===== config.mk =====
export PLATFORM = sky130hd
export DESIGN_NAME = cache_fill_ctrl_flat
export DESIGN_NICKNAME = d
export VERILOG_FILES = /design/src/rtl/mem_ctrl_pkg.sv /design/src/rtl/cache_fill_ctrl_if.sv /design/src/rtl/fill_counter.sv /design/src/rtl/cache_fill_ctrl.sv /design/src/flat_wrapper.sv
export SDC_FILE = /design/constraint.sdc
export NUM_CORES = 1
export LEC_CHECK = 0
export CORE_ASPECT_RATIO = 0.7
export CORE_UTILIZATION = 42
export DETAILED_ROUTE_END_ITERATION = 10
export PLACE_DENSITY = 0.82
export SLEW_MARGIN = 20
export SYNTH_ARGS = -nofsm -noshare
export SYNTH_HDL_FRONTEND = slang
export SYNTH_HIERARCHICAL = 1
export SYNTH_SLANG_ARGS = --single-unit
export TNS_END_PERCENT = 50

===== constraint.sdc =====
create_clock -name clk -period 3.85 [get_ports clk]
set_input_delay 0.77 -clock clk [delete_from_list [all_inputs] [get_ports clk]]
set_output_delay 0.77 -clock clk [all_outputs]
set_load 0.05 [all_outputs]

===== src/rtl/mem_ctrl_pkg.sv =====
// Shared definitions for the cache fill / memory arbitration controller:
// FSM state encoding, block geometry and fill-owner encodings.
package mem_ctrl_pkg;

  typedef enum logic [1:0] {
    ST_IDLE  = 2'd0,
    ST_WRITE = 2'd1,
    ST_FILL  = 2'd2,
    ST_DONE  = 2'd3
  } fill_state_t;

  localparam int WORDS_PER_BLOCK   = 8;
  localparam int BLOCK_OFFSET_BITS = 4;

  localparam logic OWNER_I = 1'b0;
  localparam logic OWNER_D = 1'b1;

endpackage


===== src/rtl/cache_fill_ctrl_if.sv =====
// Bundle of cache-side miss/store lines and the unified-memory request/return bus.
// master = the fill controller, slave = caches plus memory.
interface cache_fill_ctrl_if #(
  parameter int ADDR_WIDTH = 16
);
  import mem_ctrl_pkg::*;

  logic                  i_miss;
  logic [ADDR_WIDTH-1:0] i_miss_addr;
  logic                  d_miss;
  logic [ADDR_WIDTH-1:0] d_miss_addr;
  logic                  d_wr_req;
  logic [ADDR_WIDTH-1:0] d_wr_addr;
  logic [15:0]           d_wr_data;
  logic                  d_wr_ack;

  logic                  mem_en;
  logic                  mem_wr;
  logic [ADDR_WIDTH-1:0] mem_addr;
  logic [15:0]           mem_wdata;
  logic [15:0]           mem_rdata;
  logic                  mem_rvalid;

  logic [ADDR_WIDTH-1:0] fill_addr;
  logic [15:0]           fill_data;
  logic                  i_data_wr;
  logic                  d_data_wr;
  logic                  i_write_tag;
  logic                  d_write_tag;
  logic                  busy;
  fill_state_t           dbg_state;

  // Handshakes: d_wr_req is held until the single-cycle d_wr_ack; misses are
  // level requests sampled only in IDLE; mem_en is a one-cycle request and
  // every read returns exactly one mem_rvalid pulse later (no back-pressure).
  modport master (
    input  i_miss, i_miss_addr, d_miss, d_miss_addr,
    input  d_wr_req, d_wr_addr, d_wr_data, mem_rdata, mem_rvalid,
    output d_wr_ack, mem_en, mem_wr, mem_addr, mem_wdata,
    output fill_addr, fill_data, i_data_wr, d_data_wr,
    output i_write_tag, d_write_tag, busy, dbg_state
  );

  modport slave (
    output i_miss, i_miss_addr, d_miss, d_miss_addr,
    output d_wr_req, d_wr_addr, d_wr_data, mem_rdata, mem_rvalid,
    input  d_wr_ack, mem_en, mem_wr, mem_addr, mem_wdata,
    input  fill_addr, fill_data, i_data_wr, d_data_wr,
    input  i_write_tag, d_write_tag, busy, dbg_state
  );

endinterface


===== src/rtl/fill_counter.sv =====
// 3-bit word counter with synchronous clear and increment; wrap_o flags the
// increment that rolls 7 -> 0 (last word of the block).
module fill_counter (
  input  logic       clk,
  input  logic       rst,
  input  logic       clr_i,
  input  logic       inc_i,
  output logic [2:0] cnt_o,
  output logic       wrap_o
);

  logic [2:0] cnt_q, cnt_d;

  always_comb begin
    cnt_d = cnt_q;
    if (clr_i) begin
      cnt_d = '0;
    end else if (inc_i) begin
      cnt_d = cnt_q + 3'd1;
    end
  end

  always_ff @(posedge clk or negedge rst) begin
    if (!rst) begin
      cnt_q <= '0;
    end else begin
      cnt_q <= cnt_d;
    end
  end

  assign cnt_o  = cnt_q;
  assign wrap_o = inc_i & ~clr_i & (cnt_q == 3'd7);

endmodule


===== src/rtl/cache_fill_ctrl.sv =====
// Arbitrates D-cache stores, D-cache misses and I-cache misses onto one pipelined
// memory; a fill streams 8 words into the missing cache, then pulses its tag write.
module cache_fill_ctrl
  import mem_ctrl_pkg::*;
#(
  parameter int ADDR_WIDTH = 16,
  parameter int MEM_LAT    = 4
) (
  input  logic               clk,
  input  logic               rst,
  cache_fill_ctrl_if.master  bus
);

  if (MEM_LAT < 1 || WORDS_PER_BLOCK != 8) begin : g_param_check
    $error("cache_fill_ctrl: MEM_LAT must be >= 1 and blocks must hold 8 words");
  end

  localparam int HI_BITS = ADDR_WIDTH - BLOCK_OFFSET_BITS;

  fill_state_t           state_q, state_d;
  logic                  owner_q, owner_d;
  logic [ADDR_WIDTH-1:0] base_q, base_d;
  logic [ADDR_WIDTH-1:0] wr_addr_q, wr_addr_d;
  logic [15:0]           wr_data_q, wr_data_d;
  logic                  all_issued_q, all_issued_d;

  logic [2:0] req_cnt, ret_cnt;
  logic       req_wrap, ret_wrap;
  logic       cnt_clr, req_fire, ret_fire;

  assign cnt_clr  = (state_q == ST_IDLE);
  assign req_fire = (state_q == ST_FILL) & ~all_issued_q;
  // Returns outside FILL are stale (e.g. reads issued before a reset) and dropped.
  assign ret_fire = (state_q == ST_FILL) & bus.mem_rvalid;

  fill_counter u_req_cnt (
    .clk    (clk),
    .rst    (rst),
    .clr_i  (cnt_clr),
    .inc_i  (req_fire),
    .cnt_o  (req_cnt),
    .wrap_o (req_wrap)
  );

  fill_counter u_ret_cnt (
    .clk    (clk),
    .rst    (rst),
    .clr_i  (cnt_clr),
    .inc_i  (ret_fire),
    .cnt_o  (ret_cnt),
    .wrap_o (ret_wrap)
  );

  assign all_issued_d = cnt_clr ? 1'b0 : (all_issued_q | req_wrap);

  always_comb begin
    state_d         = state_q;
    owner_d         = owner_q;
    base_d          = base_q;
    wr_addr_d       = wr_addr_q;
    wr_data_d       = wr_data_q;
    bus.mem_en      = 1'b0;
    bus.mem_wr      = 1'b0;
    bus.mem_addr    = '0;
    bus.mem_wdata   = '0;
    bus.d_wr_ack    = 1'b0;
    bus.fill_addr   = '0;
    bus.i_data_wr   = 1'b0;
    bus.d_data_wr   = 1'b0;
    bus.i_write_tag = 1'b0;
    bus.d_write_tag = 1'b0;

    case (state_q)
      ST_IDLE: begin
        if (bus.d_wr_req) begin
          wr_addr_d = bus.d_wr_addr;
          wr_data_d = bus.d_wr_data;
          state_d   = ST_WRITE;
        end else if (bus.d_miss) begin
          owner_d = OWNER_D;
          base_d  = {bus.d_miss_addr[ADDR_WIDTH-1:BLOCK_OFFSET_BITS], {BLOCK_OFFSET_BITS{1'b0}}};
          state_d = ST_FILL;
        end else if (bus.i_miss) begin
          owner_d = OWNER_I;
          base_d  = {bus.i_miss_addr[ADDR_WIDTH-1:BLOCK_OFFSET_BITS], {BLOCK_OFFSET_BITS{1'b0}}};
          state_d = ST_FILL;
        end
      end

      ST_WRITE: begin
        bus.mem_en    = 1'b1;
        bus.mem_wr    = 1'b1;
        bus.mem_addr  = wr_addr_q;
        bus.mem_wdata = wr_data_q;
        bus.d_wr_ack  = 1'b1;
        state_d       = ST_IDLE;
      end

      ST_FILL: begin
        // The word offset occupies the cleared low bits of base, so OR cannot carry.
        if (req_fire) begin
          bus.mem_en   = 1'b1;
          bus.mem_addr = base_q | {{HI_BITS{1'b0}}, req_cnt, 1'b0};
        end
        if (ret_fire) begin
          bus.fill_addr = base_q | {{HI_BITS{1'b0}}, ret_cnt, 1'b0};
          bus.i_data_wr = (owner_q == OWNER_I);
          bus.d_data_wr = (owner_q == OWNER_D);
        end
        if (ret_wrap) begin
          state_d = ST_DONE;
        end
      end

      ST_DONE: begin
        bus.fill_addr   = base_q;
        bus.i_write_tag = (owner_q == OWNER_I);
        bus.d_write_tag = (owner_q == OWNER_D);
        state_d         = ST_IDLE;
      end

      default: state_d = ST_IDLE;
    endcase
  end

  always_ff @(posedge clk or negedge rst) begin
    if (!rst) begin
      state_q      <= ST_IDLE;
      owner_q      <= 1'b0;
      base_q       <= '0;
      wr_addr_q    <= '0;
      wr_data_q    <= '0;
      all_issued_q <= 1'b0;
    end else begin
      state_q      <= state_d;
      owner_q      <= owner_d;
      base_q       <= base_d;
      wr_addr_q    <= wr_addr_d;
      wr_data_q    <= wr_data_d;
      all_issued_q <= all_issued_d;
    end
  end

  assign bus.fill_data = bus.mem_rdata;
  assign bus.busy      = (state_q != ST_IDLE);
  assign bus.dbg_state = state_q;

endmodule


===== src/flat_wrapper.sv =====
// flat-port wrapper written by rule: the top's interface ports become plain ports
module cache_fill_ctrl_flat import mem_ctrl_pkg::*;
#(
  parameter int ADDR_WIDTH = 16,
  parameter int MEM_LAT    = 4
)
  (clk, rst, bus_i_miss, bus_i_miss_addr, bus_d_miss, bus_d_miss_addr, bus_d_wr_req, bus_d_wr_addr, bus_d_wr_data, bus_mem_rdata, bus_mem_rvalid, bus_d_wr_ack, bus_mem_en, bus_mem_wr, bus_mem_addr, bus_mem_wdata, bus_fill_addr, bus_fill_data, bus_i_data_wr, bus_d_data_wr, bus_i_write_tag, bus_d_write_tag, bus_busy, bus_dbg_state);
  cache_fill_ctrl_if #(.ADDR_WIDTH(ADDR_WIDTH)) bus_i ();
  input  logic clk;
  input  logic rst;
  input wire logic [$bits(bus_i.i_miss)-1:0] bus_i_miss;
  input wire logic [$bits(bus_i.i_miss_addr)-1:0] bus_i_miss_addr;
  input wire logic [$bits(bus_i.d_miss)-1:0] bus_d_miss;
  input wire logic [$bits(bus_i.d_miss_addr)-1:0] bus_d_miss_addr;
  input wire logic [$bits(bus_i.d_wr_req)-1:0] bus_d_wr_req;
  input wire logic [$bits(bus_i.d_wr_addr)-1:0] bus_d_wr_addr;
  input wire logic [$bits(bus_i.d_wr_data)-1:0] bus_d_wr_data;
  input wire logic [$bits(bus_i.mem_rdata)-1:0] bus_mem_rdata;
  input wire logic [$bits(bus_i.mem_rvalid)-1:0] bus_mem_rvalid;
  output wire logic [$bits(bus_i.d_wr_ack)-1:0] bus_d_wr_ack;
  output wire logic [$bits(bus_i.mem_en)-1:0] bus_mem_en;
  output wire logic [$bits(bus_i.mem_wr)-1:0] bus_mem_wr;
  output wire logic [$bits(bus_i.mem_addr)-1:0] bus_mem_addr;
  output wire logic [$bits(bus_i.mem_wdata)-1:0] bus_mem_wdata;
  output wire logic [$bits(bus_i.fill_addr)-1:0] bus_fill_addr;
  output wire logic [$bits(bus_i.fill_data)-1:0] bus_fill_data;
  output wire logic [$bits(bus_i.i_data_wr)-1:0] bus_i_data_wr;
  output wire logic [$bits(bus_i.d_data_wr)-1:0] bus_d_data_wr;
  output wire logic [$bits(bus_i.i_write_tag)-1:0] bus_i_write_tag;
  output wire logic [$bits(bus_i.d_write_tag)-1:0] bus_d_write_tag;
  output wire logic [$bits(bus_i.busy)-1:0] bus_busy;
  output wire logic [$bits(bus_i.dbg_state)-1:0] bus_dbg_state;
  assign bus_i.i_miss = bus_i_miss;
  assign bus_i.i_miss_addr = bus_i_miss_addr;
  assign bus_i.d_miss = bus_d_miss;
  assign bus_i.d_miss_addr = bus_d_miss_addr;
  assign bus_i.d_wr_req = bus_d_wr_req;
  assign bus_i.d_wr_addr = bus_d_wr_addr;
  assign bus_i.d_wr_data = bus_d_wr_data;
  assign bus_i.mem_rdata = bus_mem_rdata;
  assign bus_i.mem_rvalid = bus_mem_rvalid;
  assign bus_d_wr_ack = bus_i.d_wr_ack;
  assign bus_mem_en = bus_i.mem_en;
  assign bus_mem_wr = bus_i.mem_wr;
  assign bus_mem_addr = bus_i.mem_addr;
  assign bus_mem_wdata = bus_i.mem_wdata;
  assign bus_fill_addr = bus_i.fill_addr;
  assign bus_fill_data = bus_i.fill_data;
  assign bus_i_data_wr = bus_i.i_data_wr;
  assign bus_d_data_wr = bus_i.d_data_wr;
  assign bus_i_write_tag = bus_i.i_write_tag;
  assign bus_d_write_tag = bus_i.d_write_tag;
  assign bus_busy = bus_i.busy;
  assign bus_dbg_state = bus_i.dbg_state;
  cache_fill_ctrl #(.ADDR_WIDTH(ADDR_WIDTH), .MEM_LAT(MEM_LAT)) u_core (.clk(clk), .rst(rst), .bus(bus_i));
endmodule

-- After elaboration in Yosys (flattened, before gate mapping)
Index checks and enable logic that the tools add are counted.
- logic and storage cells: 67
- register bits after elaboration: 58
- input port bits: 86
- output and inout bits: 74
- bitwise gates (word level): 13
- $add $sub $neg: 2
- reductions and logical operators: 9
- mux-type cells: 28
- eq/ne operators: 7
- operators by type and width (cell ; count):
    16-bit two-way mux ; 5
    16-bit one-hot mux with 2 select lines ; 2
    16-bit by 4-bit OR with 16-bit output ; 2
    3-bit two-way mux ; 4
    1-bit two-way mux ; 11
    2-bit two-way mux ; 4
    2-bit nonzero test ; 4
    3-bit by 1-bit adder with 3-bit output (second input constant) ; 2
    1-bit AND ; 6
    3-bit equality test (second input constant) ; 2
    2-bit one-hot mux with 3 select lines ; 1
    2-bit equality test (second input constant) ; 2
    4-bit inequality test (second input constant) ; 1
    1-bit inverter ; 4
    2-bit AND reduction ; 2
    3-bit AND reduction ; 1
    2-bit by 1-bit equality test with 1-bit output (second input constant) ; 1
    2-bit logical NOT ; 1
    2-bit by 1-bit inequality test with 1-bit output (second input constant) ; 1
    1-bit one-hot mux with 2 select lines ; 1
    2-bit OR reduction ; 1
    1-bit OR ; 1

-- Longest topological paths before layout
Gate-level depths: netlist (run 1).
- depth after elaboration: 6
- depth in mapped cells: 9
- depth with buffers taken out: 8

-- Hierarchy
The synthesis (run 1) kept the hierarchy.
- modules (own cells, without submodules) (module ; area an instance (um^2) ; instances ; cells an instance ; seq. area each (um^2)):
    cache_fill_ctrl ; 2661.3 ; 1 ; 228 ; 1201.2
    fill_counter ; 147.6 ; 2 ; 13 ; 75.1

-- Worst setup path after synthesis (run 1)
No wires, ideal clock.
- path type: reg-to-output
- start point: register u_core.state_q[1] (netlist: u_core/bus.dbg_state[1])
- end point: output port bus_mem_addr[11]
- stages on the path, launching flop included: 6
- required time: 3080 ps
- data arrival time: 2482 ps
- setup slack: 598 ps
- path through: dfrtp_1 > inv_1 > ha_1 > clkbuf_1 > a22oi_1 > nor2b_1
- word-level cells in the longest chain between the ends: 4
- elaborated cells between the ends (all ways): 5
- those cells by class: eq/ne: 2; mux: 2; bitwise: 1
- ends and longest elaborated chain (what ; line ; text):
    start: declaration ; cache_fill_ctrl.sv:20 ; fill_state_t state_q, state_d;
    start signal: assignment ; cache_fill_ctrl.sv:135 ; state_q <= state_d;
    2-bit equality test ; cache_fill_ctrl.sv:32, cache_fill_ctrl.sv:73 ;
    1-bit AND ; cache_fill_ctrl.sv:32 ; assign req_fire = (state_q == ST_FILL) & ~all_issued_q;
    16-bit two-way mux ; cache_fill_ctrl.sv:101 ; if (req_fire) begin
    16-bit one-hot mux with 2 select lines (*) ; cache_fill_ctrl.sv:73 ; case (state_q)
    end: declaration ; flat_wrapper.sv:23 ; output wire logic [$bits(bus_i.mem_addr)-1:0] bus_mem_addr;
Every way passes the cells marked *; elsewhere a longest branch is shown, timed or not.

-- Final worst setup path (run 1)
- start point: register u_core.state_q[0] (netlist: u_core/bus.dbg_state[0])
- end point: output port bus_mem_addr[5]
Same word-level chain as after synthesis.

==> impl_metrics.json, run 1 <==
{
  "start_kind": "register",
  "rsz0062_at_grt": "false",
  "crit_type": "reg -> out",
  "post_cts_resized": 0,
  "hpwlAfterDp_um": 5140,
  "synth_top_area_share_pct": 45.7,
  "syn_nets": 349,
  "leakagePower_uw": 0.00176,
  "skew_ns": 0.00444,
  "rr_startpoint": "u_core/bus.dbg_state[0]",
  "cts_hold_buf": 0,
  "synth_edf_count": 0,
  "crit_family": "buffers and inverters",
  "yosysMostFrequentCell": "mux2_2",
  "endpoint_kind": "output pin",
  "ios": 160,
  "grt-ovfl-total": 0,
  "nets": 450,
  "area_growth_pct": 41.6,
  "final_cells": 450,
  "synthTopCellsByArea": "dfrtp_1, mux2_2, nor2b_1, buf_4, and2_1",
  "ys_ff_latch": 54,
  "gp_congestion": 0.690,
  "cp.required_ns": 3.08,
  "status": "finished, final reports clean",
  "root_buffer": "clkbuf_8",
  "cp_cell_sequence": "inv_1 > ha_1 > nor2b_2 > buf_4 > a22oi_1 > nor2b_1 > clkdlybuf4s50_1",
  "rr_endpoint": "u_core/base_q[14]",
  "ff_latch_area_um2": 1350,
  "track_usage_pct": 20.0,
  "syn-cell-area_um2": 2960,
  "hold_start": "u_core/wr_data_q[14]",
  "cts_setup_buffers": 0,
  "grt_pass1_vias": 2314,
  "rows": 25,
  "num_vias": 2208,
  "multi_input_area_um2": 1400,
  "io_buffers": 118,
  "post-route-min-period_ns": 3.43,
  "path_clk_slew_ns": 0.10,
  "relSlewSlack_pct": 45.6,
  "start_util_pct": 43.6,
  "hold-path-endpoint": "u_core/wr_data_q[14]",
  "remaining_drc_errors": 0,
  "fmax_ghz": 0.291,
  "grt_start_max_net_pins": 35,
  "firstDrtPassIters": 4,
  "ir_drop_mv": 0.555,
  "cts_tree": "done",
  "netlist_top_cells_count": "mux2_2, dfrtp_1, nor2b_1",
  "synth.avg_cell_area_um2": 11.6,
  "yosys.area.top_type": "dfrtp_1",
  "die_h_um": 72.2,
  "dieWidth_um": 102,
  "dieArea_um2": 7380,
  "yosys_warnings": 6,
  "fillers": 578,
  "finalCritPeriodShare_pct": 89.1,
  "hold_path.class": "reg -> reg",
  "async_reset_ff_share_pct": 100,
  "tightestPinTransition_ns": 0.814,
  "power_density_nw_per_um2": 882,
  "drt_wl_total_um": 7040,
  "worstRegToRegCells": 5,
  "slowest_stage": "clkdlybuf4s50_1",
  "finalSetupViolCount": 0,
  "grt_pass1_wl_um": 11500,
  "h-tree-depth": 2,
  "drtIter0Drc": 66,
  "syn_inst": 254,
  "routed_via_density": 4.91,
  "setup_tns_ns": 0,
  "dp_cells": 442,
  "hold_path_depth": 1,
  "drv_cap": 0,
  "coreArea_um2": 6790,
  "final_hold_viol_count": 0,
  "clock-sinks": 54,
  "clock_latency_ns": 0.30,
  "p_total_uw": 3690,
  "drive_gt1_share_pct": 24.7,
  "ant_nets": 0,
  "slew_violations": 0,
  "ys.flop_type": "dfrtp_1",
  "ff2ff_setup_slack_ns": 1.51,
  "clockBufferDepth": 2,
  "cp_max_fo": 11,
  "placed_area_um2": 4080,
  "final_area_um2": 4190,
  "cp.arrival_ns": 2.66,
  "numCtsBuffers": 5,
  "synth_cell_types": 28,
  "antenna_cells": 0,
  "slowest_delay_ns": 0.82,
  "routedWlPerCell_um": 15.7,
  "ys_seq_area_share_pct": 45.7,
  "antenna_found_initial": 0,
  "hold_ws_ns": 0.508,
  "critPathBufInv": 3
}
==> cells by family after synthesis <==
kind of cell / after synthesis / synth area share [%]
AO/OA/AOI/OAI: 23 / 5.80
XOR/XNOR: 2 / 0.593
adder cells (fa/ha/maj): 9 / 3.81
buffers and inverters: 33 / 7.07
flip-flops: 54 / 45.7
multiplexers: 60 / 22.7
other: 1 / 0.127
AND/OR/NAND/NOR: 72 / 14.2
==> final cells by class <==
| type | instances | area share [%] |
|---|---|---|
| clock buffers | 6 | 1.73 |
| clock inverters | 2 | 0.896 |
| inverters | 3 | 0.269 |
| multi-input cells | 167 | 33.4 |
| flip-flops and latches | 54 | 32.3 |
| well taps | 94 | 2.81 |
| repair buffers | 124 | 28.6 |
==> metal layers <==
| metal | GRT usage [%] | up-vias | part of all wire [%] |
|---|---|---|---|
| li1 | - | 1050 | - |
| met1 | 26.6 | 1077 | 45 |
| met2 | 32.8 | 69 | 48 |
| met3 | 5.97 | 12 | 6.7 |
| met4 | 3.65 | 0 | 0.72 |
| met5 | 0 | - | 0 |
==> layout by cell type, fill, tap and decap left out, drive strengths merged <==
cell and instances:
clkdlybuf4s50 103, mux2 56, dfrtp 54, nor2b 31, buf 21, and2 19, a22oi 14, nor2 12
ha 9, clkbuf 6, nand2 5, and3 4, mux2i 4, inv 3, o21a 2, xnor2 2
bufinv 1, clkinvlp 1, a31oi 1, a32oi 1, nor3 1, a22o 1, a21oi 1, a21boi 1
o22ai 1, o22a 1, conb 1
==> through the flow <==
step / setup WS (ns) / util [%]
floorplan: 0.598 / -
global placement: 0.754 / 60.1
detailed placement: 0.738 / 60.1
CTS: 0.396 / 61.7
global route: 0.254 / 61.7
finish: 0.418 / 61.7
==> registers in the layout, summed over array words and instances, names as in the netlist <==
register                count
u_core/u_req_cnt/cnt_o      3
u_core/base_q              12
u_core/wr_addr_q           16
u_core/owner_q              1
u_core/wr_data_q           16
u_core/u_ret_cnt/cnt_o      3
u_core/bus.dbg_state        2
u_core/all_issued_q         1
==> worst max-delay path by stage <==
stage | slack [ns] | end | depth (start not counted) | from
after floorplan | 0.60 | bus_mem_addr[11] | 5 | u_core/bus.dbg_state[1]
after global placement | 0.75 | bus_d_data_wr | 3 | bus_mem_rvalid
after detailed placement | 0.74 | bus_fill_addr[2] | 3 | bus_mem_rvalid
after CTS | 0.40 | bus_mem_addr[5] | 7 | u_core/bus.dbg_state[0]
after global routing | 0.25 | bus_mem_addr[14] | 7 | u_core/bus.dbg_state[0]
final | 0.42 | bus_mem_addr[5] | 7 | u_core/bus.dbg_state[0]
==> power breakdown <==
part	leakage, uW	total (uW)	switching (uW)	internal (uW)
Sequential	0.000650	1010	169	842
Clock	0.0000514	384	190	195
Combinational	0.00106	2300	1370	929
Power figures use the tool's default switching activity.
==> run 2: changes to the inputs <==
--- a/config.mk
+++ b/config.mk
@@ -6,9 +6,9 @@
 export NUM_CORES = 1
 export LEC_CHECK = 0
 export CORE_ASPECT_RATIO = 0.7
-export CORE_UTILIZATION = 42
+export CORE_UTILIZATION = 39
 export DETAILED_ROUTE_END_ITERATION = 10
-export PLACE_DENSITY = 0.82
+export PLACE_DENSITY = 0.76
 export SLEW_MARGIN = 20
 export SYNTH_ARGS = -nofsm -noshare
 export SYNTH_HDL_FRONTEND = slang
==> constraint.sdc (replaced) <==
create_clock -name clk -period 3.3 [get_ports clk]
set_input_delay 0.66 -clock clk [delete_from_list [all_inputs] [get_ports clk]]
set_output_delay 0.66 -clock clk [all_outputs]
set_load 0.05 [all_outputs]
==> run 2 against run 1 <==
Total power grew 20%; combinational power grew 26%; sequential share of layout area shrank 0.73 points; critical path depth shrank 3; clock skew shrank 0.00060 ns; die area grew 7.5%; worst hold slack lost 0.098 ns; critical endpoint is now bus_busy; largest cell class unchanged; largest power group unchanged; highest routed layer unchanged.
==> impl_metrics.json, run 2 (same netlist as run 1, synthesis figures left out) <==
{
  "status": "finished, final reports clean",
  "coreArea_um2": 7320,
  "cts_tree": "done",
  "gp_congestion": 0.772,
  "fmax_ghz": 0.347,
  "antenna_cells": 0,
  "numCtsBuffers": 5,
  "ant_nets": 0,
  "remaining_drc_errors": 0,
  "rows": 26,
  "final_hold_viol_count": 0,
  "cp.arrival_ns": 2.23,
  "drv_cap": 0,
  "endpoint_kind": "output pin",
  "final_common_cell": "clkdlybuf4s50_1",
  "io_buffers": 118,
  "rr_endpoint": "u_core/base_q[7]",
  "rsz0062_at_grt": "false",
  "start_kind": "register",
  "hpwlAfterDp_um": 5230,
  "ir_drop_mv": 0.662,
  "area_growth_pct": 44.9,
  "grt_pass1_vias": 2231,
  "pre_cts_ws_ns": 0.415,
  "relSlewSlack_pct": 43.9,
  "dieArea_um2": 7940,
  "setup_tns_ns": 0,
  "ios": 160,
  "cp.required_ns": 2.64,
  "slew_violations": 0,
  "clockBufferDepth": 2,
  "final_area_um2": 4290,
  "worst_slack_ns": 0.415,
  "cp_cell_sequence": "inv_1 > ha_1 > inv_2 > clkdlybuf4s50_1",
  "critPathBufInv": 3,
  "drt_wl_total_um": 6960,
  "ff2ff_setup_slack_ns": 0.99,
  "clock_latency_ns": 0.30,
  "rr_startpoint": "u_core/bus.dbg_state[0]",
  "grt_pass1_wl_um": 11100,
  "num_vias": 2222,
  "cts_hold_buf": 0,
  "startpoint": "u_core/bus.dbg_state[0]",
  "start_util_pct": 40.4,
  "layout_common_cells": "clkdlybuf4s50_1, mux2_2, dfrtp_1",
  "crit_type": "reg -> out",
  "routedWlPerCell_um": 15.3,
  "root_buffer": "clkbuf_8",
  "skew_ns": 0.00384,
  "routed_via_density": 4.87,
  "post-route-min-period_ns": 2.89,
  "firstDrtPassIters": 4,
  "drtIter0Drc": 82,
  "cts_setup_buffers": 0,
  "antenna_found_initial": 0,
  "placed_area_um2": 4190,
  "h-tree-depth": 2,
  "drive_gt1_share_pct": 34.6,
  "worstRegToRegCells": 5,
  "finalSetupViolCount": 0,
  "slowest_delay_ns": 0.73,
  "slowest_stage": "clkdlybuf4s50_1",
  "worstSetupPathDepth": 4,
  "track_usage_pct": 18.1,
  "grt-ovfl-total": 0,
  "nets": 452,
  "power_density_nw_per_um2": 1040,
  "post_cts_resized": 0,
  "cp-endpoint": "bus_busy",
  "tightestPinTransition_ns": 0.839,
  "finalCritPeriodShare_pct": 87.4,
  "crit_family": "buffers and inverters",
  "leakagePower_uw": 0.00187,
  "die_h_um": 74.8,
  "clock-sinks": 54,
  "dieWidth_um": 106,
  "top_regs": "u_core/wr_addr_q x16, u_core/wr_data_q x16, u_core/base_q x12",
  "path_clk_slew_ns": 0.10,
  "hold_path.class": "in -> async",
  "cp_max_fo": 14,
  "grt_start_max_net_pins": 35
}
## run 2: cell types whose count changed in the layout (fill, tap and decap cells not counted)
| cell | delta |
|---|---|
| bufinv_16 | -1 |
| buf_4 | +21 |
| clkbuf_8 | +1 |
| clkdlybuf4s50_1 | -33 |
| clkbuf_1 | -1 |
| clkinv_2 | +1 |
| buf_12 | +14 |
## run 2: per-stage QoR
stage,hold slack (ns),instances,total power (uW),utilization (%)
floorplan,0.364,254,3090,-
global placement,0.480,448,4040,57.2
detailed placement,0.486,448,4100,57.2
CTS,0.439,456,4500,58.5
global route,0.473,456,4710,58.5
finish,0.410,456,4440,58.5
## run 2: worst min-delay path by stage
| stage | startpoint | endpoint | slack [ns] | depth (start not counted) |
|---|---|---|---|---|
| 3_5_place_dp | u_core/wr_data_q[4] | u_core/wr_data_q[4] | 0.49 | 1 |
| 2_1_floorplan | rst | u_core/all_issued_q | 0.36 | 0 |
| 6_report | rst | u_core/wr_addr_q[5] | 0.41 | 1 |
| 4_1_cts | rst | u_core/wr_addr_q[5] | 0.44 | 1 |
| 3_3_place_gp | u_core/wr_data_q[4] | u_core/wr_data_q[4] | 0.48 | 1 |
| 5_1_grt | rst | u_core/wr_addr_q[5] | 0.47 | 1 |
## run 2: layout make-up
class	count	area [um2]
multi-input cells	167	1400
flip-flops and latches	54	1350
inverters	3	11.3
repair buffers	126	1310
clock buffers	6	82.6
fillers	619	3030
well taps	98	123
clock inverters	2	12.5
## run 2: where the power goes
group | total, uW | internal, uW | switching [uW]
registers | 1170 | 982 | 191
logic | 2890 | 1240 | 1650
clock network | 383 | 169 | 213
total | 4440 | 2390 | 2060
## run 2: per-layer routing
layer	global-route usage, %	wire length (um)	part of all wire [%]
met5	0	0	0
met4	3.55	42	0.60
met3	5.19	475	6.8
met2	30.6	3300	47
met1	23.7	3140	45
